--- src/rtl/cacheline_adapter_types.sv ---
// Shared types and constants for the cacheline adapter: line/beat geometry and the FSM state enum.
package cacheline_adapter_types;

    localparam int unsigned LINE_W      = 256;
    localparam int unsigned BEAT_W      = 64;
    localparam int unsigned BEATS       = 4;
    localparam int unsigned OFFSET_BITS = 5;

    typedef enum logic [2:0] {
        IDLE,
        RD_REQ,
        RD_DATA,
        WR_DATA,
        RESP
    } adapter_state_t;

endpackage

--- src/rtl/cacheline_adapter.sv ---
// Serves one 256-bit cacheline read/write from the cache as a 4-beat burst on 64-bit memory.
// Optional CACHELINE_ADAPTER_RADDR_CHECK_EN: only count read beats whose bmem_raddr matches.
module cacheline_adapter
    import cacheline_adapter_types::*;
(
    input  logic                clk,
    input  logic                rst,

    input  logic [31:0]         dfp_addr,
    input  logic                dfp_read,
    input  logic                dfp_write,
    input  logic [LINE_W-1:0]   dfp_wdata,
    output logic [LINE_W-1:0]   dfp_rdata,
    output logic                dfp_resp,

    output logic [31:0]         bmem_addr,
    output logic                bmem_read,
    output logic                bmem_write,
    output logic [BEAT_W-1:0]   bmem_wdata,
    input  logic                bmem_ready,
    input  logic [31:0]         bmem_raddr,
    input  logic [BEAT_W-1:0]   bmem_rdata,
    input  logic                bmem_rvalid
);

    adapter_state_t      state_q, state_d;
    logic [31:0]         addr_q;
    logic [LINE_W-1:0]   line_q;
    logic [1:0]          cnt_q;
    logic                wr_q;
    logic                beat_hit;
    logic                unused_bits;

`ifdef CACHELINE_ADAPTER_RADDR_CHECK_EN
    assign beat_hit    = bmem_rvalid && (bmem_raddr == addr_q);
    assign unused_bits = ^dfp_addr[OFFSET_BITS-1:0];
`else
    assign beat_hit    = bmem_rvalid;
    assign unused_bits = ^{bmem_raddr, dfp_addr[OFFSET_BITS-1:0]};
`endif

    always_ff @(posedge clk) begin
        if (rst) begin
            state_q <= IDLE;
        end else begin
            state_q <= state_d;
        end
    end

    always_comb begin
        state_d    = state_q;
        bmem_read  = 1'b0;
        bmem_write = 1'b0;
        bmem_addr  = '0;
        bmem_wdata = '0;
        dfp_resp   = 1'b0;
        dfp_rdata  = '0;
        unique case (state_q)
            IDLE: begin
                // Write has priority if the cache raises both.
                if (dfp_write) begin
                    state_d = WR_DATA;
                end else if (dfp_read) begin
                    state_d = RD_REQ;
                end
            end
            RD_REQ: begin
                bmem_read = 1'b1;
                bmem_addr = addr_q;
                if (bmem_ready) begin
                    state_d = RD_DATA;
                end
            end
            RD_DATA: begin
                if (beat_hit && cnt_q == 2'd3) begin
                    state_d = RESP;
                end
            end
            WR_DATA: begin
                bmem_write = 1'b1;
                bmem_addr  = addr_q;
                bmem_wdata = line_q[BEAT_W*cnt_q +: BEAT_W];
                if (bmem_ready && cnt_q == 2'd3) begin
                    state_d = RESP;
                end
            end
            RESP: begin
                dfp_resp = 1'b1;
                if (!wr_q) begin
                    dfp_rdata = line_q;
                end
                state_d = IDLE;
            end
            default: state_d = IDLE;
        endcase
    end

    always_ff @(posedge clk) begin
        if (rst) begin
            addr_q <= '0;
            line_q <= '0;
            cnt_q  <= '0;
            wr_q   <= 1'b0;
        end else begin
            unique case (state_q)
                IDLE: begin
                    if (dfp_write || dfp_read) begin
                        addr_q <= {dfp_addr[31:OFFSET_BITS], {OFFSET_BITS{1'b0}}};
                        cnt_q  <= '0;
                        wr_q   <= dfp_write;
                    end
                    if (dfp_write) begin
                        line_q <= dfp_wdata;
                    end
                end
                RD_DATA: begin
                    if (beat_hit) begin
                        line_q[BEAT_W*cnt_q +: BEAT_W] <= bmem_rdata;
                        cnt_q <= cnt_q + 2'd1;
                    end
                end
                WR_DATA: begin
                    if (bmem_ready) begin
                        cnt_q <= cnt_q + 2'd1;
                    end
                end
                default: ;
            endcase
        end
    end

endmodule

--- config.mk ---
export PLATFORM = sky130hd
export DESIGN_NAME = cacheline_adapter
export DESIGN_NICKNAME = d
export VERILOG_FILES = /design/src/rtl/cacheline_adapter_types.sv /design/src/rtl/cacheline_adapter.sv
export SDC_FILE = /design/constraint.sdc
export NUM_CORES = 1
export LEC_CHECK = 0
export BUFFER_PORTS_ARGS = -buffer_cell sky130_fd_sc_hd__buf_2
export CORE_AREA = 2 2 291 293
export DETAILED_ROUTE_END_ITERATION = 6
export DIE_AREA = 0 0 293 295
export GPL_ROUTABILITY_DRIVEN = 0
export SYNTH_ARGS = -nofsm -noshare
export SYNTH_HDL_FRONTEND = slang
export SYNTH_SLANG_ARGS = --single-unit
--- constraint.sdc ---
create_clock -name clk -period 8.55 [get_ports clk]
set_clock_uncertainty 0.1 [all_clocks]
set_input_delay 0.855 -clock clk [delete_from_list [all_inputs] [get_ports clk]]
set_output_delay 0.855 -clock clk [all_outputs]
set_load 0.02 [all_outputs]
==> summary.md <==
| Metric | Value |
|---|---|
| Yosys reg bits | 289 |
| WP buf/inv | 2 |
| Total Wirelength | 97.88 mm |
| Yosys top cell area share | 0.3140 |
| Reg2reg end | line_q[95]$_SDFFE_PP0P_ |
| PostCTS Resize Cnt | 0 |
| DP Worst Slack | 4107 ps |
| Reg2Reg Setup Slack | 4150 ps |
| Final #Nets | 2987 |
| # port buffers | 702 |
| Root Buffer | clkbuf_16 |
| Sequential share of power | 0.376 |
| Critical path class | flip-flop to primary output |
| DRT antenna net count | 0 |
| Setup TNS | 0 ps |
| Clock Latency Late Sink | 550 ps |
| First-pass detailed-route iteration total | 7 |
| Leading area contributor after synthesis | dfxtp_1 |
| Power, Total | 4.468 mW |
| Reg-to-Reg Start | cnt_q[0]$_SDFFE_PP0P_ |
| RSZ-0062 raised after global routing | false |
| P per Cell Area | 188.3 nW/um^2 |
| Slowest cell delay on critical path | 880 ps |
| Hold EP | addr_q[11]$_SDFFE_PP0P_ |
| DR DRC count | 0 |
| Die area | 86440 sq um |
| Placeable Area | 83160 sq um |
| Main synth FF type | dfxtp_1 |
| Pint | 2.936 mW |
| CTS buffer count | 39 |
| LEAKAGE | 10.11 nW |
| Final Cycle Share | 0.5265 |
| Maximum vdd drop | 0.1349 mV |
| Required time of the critical path | 7600 ps |
| Outcome | finished, final reports clean |
| Initial Utilization | 0.2216 |
| Reg2reg path depth | 6 |
| EDFF count, synth | 0 |
| Fin crit period | 4501 ps |
| Chip Width | 293 microns |
| Final Hold Viols | 0 |
| Final slew viol count | 0 |
| Area contributors post-synth | dfxtp_1 31%, a221oi_1 18%, and2_1 9.6% |
| Vias in the first global route | 20.14k |
| First-pass GRT wire length | 139.3 mm |
| Final setup fails | 0 |
| CTS tree | done |
| Sequential area share after synthesis | 0.3140 |
| Most frequent cell after synthesis | a221oi_1 |
| Most frequent cells after synthesis | 383 x a221oi_1, 289 x dfxtp_1, 284 x and2_1, 182 x clkbuf_1, 162 x nand3_1 |
| Max Cap Viol | 0 |
| Rows | 106 |
| Ports | 745 |
| Total grt overflow | 0 |
| Clk slew on worst S/H paths | 60 ps |
| Slew margin rel. | 0.2222 |
| Fin Hold WS | 368.6 ps |
| Final Util | 0.2853 |
| Critical path's slowest cell | nor2b_4 |
| H-tree levels | 2 |
| Switching share of power | 0.3429 |
| Netlist cell types | 43 |
| DP HPWL | 62.30 mm |
| Hold WC Path Type | flip-flop to flip-flop |
| # fillers | 8936 |
| Min setup slack post-route | 4049 ps |
| CTS Sinks | 289 |
| Sw Pwr | 1.532 mW |
| Largest net degree at the start of global routing | 154 |
| Routed vias/inst | 5.640 |
| Iteration-0 DRC Markers | 2120 |
| Die Y | 295 microns |
| Worst EP arrival | 3550 ps |
| Share of cells above drive strength 1 | 0.3646 |
| Hold Buf Count CTS | 0 |
| Worst hold path depth | 2 |
| Max Freq | 222.2 MHz |
| Initial antenna violation count | 31 |
| HP Start | addr_q[11]$_SDFFE_PP0P_ |
| CP max FO | 66 |
| Worst Setup End Kind | primary output |
| FFs w/ async S/R, synth | 0 |
| Synthesis-to-finish area growth | 28.77% |
| DR WL/cell | 26.31 microns |
| Part of the power in the clock network | 0.378 |
| Post-Syn Area | 18430 sq um |
| Vias | 20.98k |
| CP Cell Sequence | nor2b_4 -> buf_4 -> and3_1 -> buf_2 |
| Post-CTS Setup Bufs | 0 |
| Startpoint types | flip-flop |
| Gate power share | 0.246 |
| Crit-path leading delay family | simple AND/OR/NAND/NOR gates |
| Synthesis warning total | 0 |
| Synthesized area per cell | 8.737 sq um |
| Slew at the pin closest to its max-slew limit | 1167 ps |
| Total Routing Usage GR | 0.2134 |
| Clock buffer depth | 3 |
| Syn Inst Count | 2109 |
## cell usage in the layout, fill, tap and decap left out, types with 30 or more instances in the layout
| cell | synthesis | final |
|---|---|---|
| buf_2 | 77 | 701 |
| and4bb_2 | 61 | 60 |
| dfxtp_1 | 289 | 284 |
| buf_4 | 19 | 34 |
| a221oi_1 | 383 | 383 |
| and2_1 | 284 | 284 |
| and3_1 | 64 | 64 |
| clkbuf_16 | 0 | 41 |
| mux4_2 | 64 | 64 |
| a22oi_1 | 128 | 128 |
| inv_1 | 134 | 133 |
| nor2_1 | 130 | 130 |
| nand3_1 | 162 | 160 |
| o21ai_0 | 30 | 30 |
| a21oi_1 | 31 | 31 |
## worst max path at each step
stage	from	to	slack (ps)	cells past startpoint
3_3_place_gp	cnt_q[0]$_SDFFE_PP0P_	line_q[95]$_SDFFE_PP0P_	4120	6
4_1_cts	cnt_q[0]$_SDFFE_PP0P_	bmem_wdata[5]	4070	4
5_1_grt	state_q[2]$_SDFFE_PP0P_	dfp_rdata[109]	3860	5
3_5_place_dp	cnt_q[0]$_SDFFE_PP0P_	line_q[95]$_SDFFE_PP0P_	4110	6
6_report	state_q[0]$_SDFFE_PP0P_	bmem_wdata[25]	4050	4
2_1_floorplan	cnt_q[0]$_SDFFE_PP0P_	bmem_wdata[55]	5860	5
## metal layers
| metal | GRT usage | wire length, microns |
|---|---|---|
| met3 | 0.05210 | 9627 |
| met1 | 0.2775 | 39230 |
| met2 | 0.3343 | 45210 |
| met4 | 0.09518 | 3691 |
| met5 | 0 | 113 |
## cell type report
type,count,area (sq um),area share
antenna,21,52.55,0.002215
inverter,134,505.5,0.02130
clock buffer,60,1217,0.05131
multi-input combinational,1389,10900,0.4594
clock inverter,9,77.57,0.003269
sequential,289,5804,0.2446
timing repair buffer,738,3819,0.1609
tap,1080,1351,0.05695
## registers in the layout, indices dropped and copies added (netlist names)
| name | cells |
|---|---|
| state_q | 3 |
| addr_q | 27 |
| line_q | 256 |
| cnt_q | 2 |
| wr_q | 1 |
## worst min-delay path, delay by kind of cell, from the launching register on
| family | cells | cell delay, ps |
|---|---|---|
| AOI/OAI and AO/OA | 2 | 120 |
| DFF | 1 | 300 |
## stage by stage
stage | std cells | cell area (sq um)
after floorplan | 2113 | 18440
after global placement | 3630 | 22380
after CTS | 3699 | 23680
final | 3720 | 23730
after detailed placement | 3630 | 22380
after global routing | 3717 | 23720
## power groups by stage
stage                     Sequential [mW]  Combinational [mW]  Clock [mW]
after global routing                 1.70                1.18        1.77
after detailed placement             1.70                1.08           0
after global placement               1.70                1.07           0
final                                1.68                1.10        1.69
after CTS                            1.67                1.08        1.73
after floorplan                      1.61               0.744           0
## kinds of logic after synthesis
family | count (synthesis) | share of synthesized area
AO/OA/AOI/OAI | 583 | 0.2559
other | 1 | 0.0002035
adder cells (fa/ha/maj) | 6 | 0.004074
buffers and inverters | 435 | 0.1026
flip-flops | 289 | 0.3140
AND/OR/NAND/NOR | 729 | 0.2439
multiplexers | 66 | 0.07938
Power figures use the tool's default switching activity.
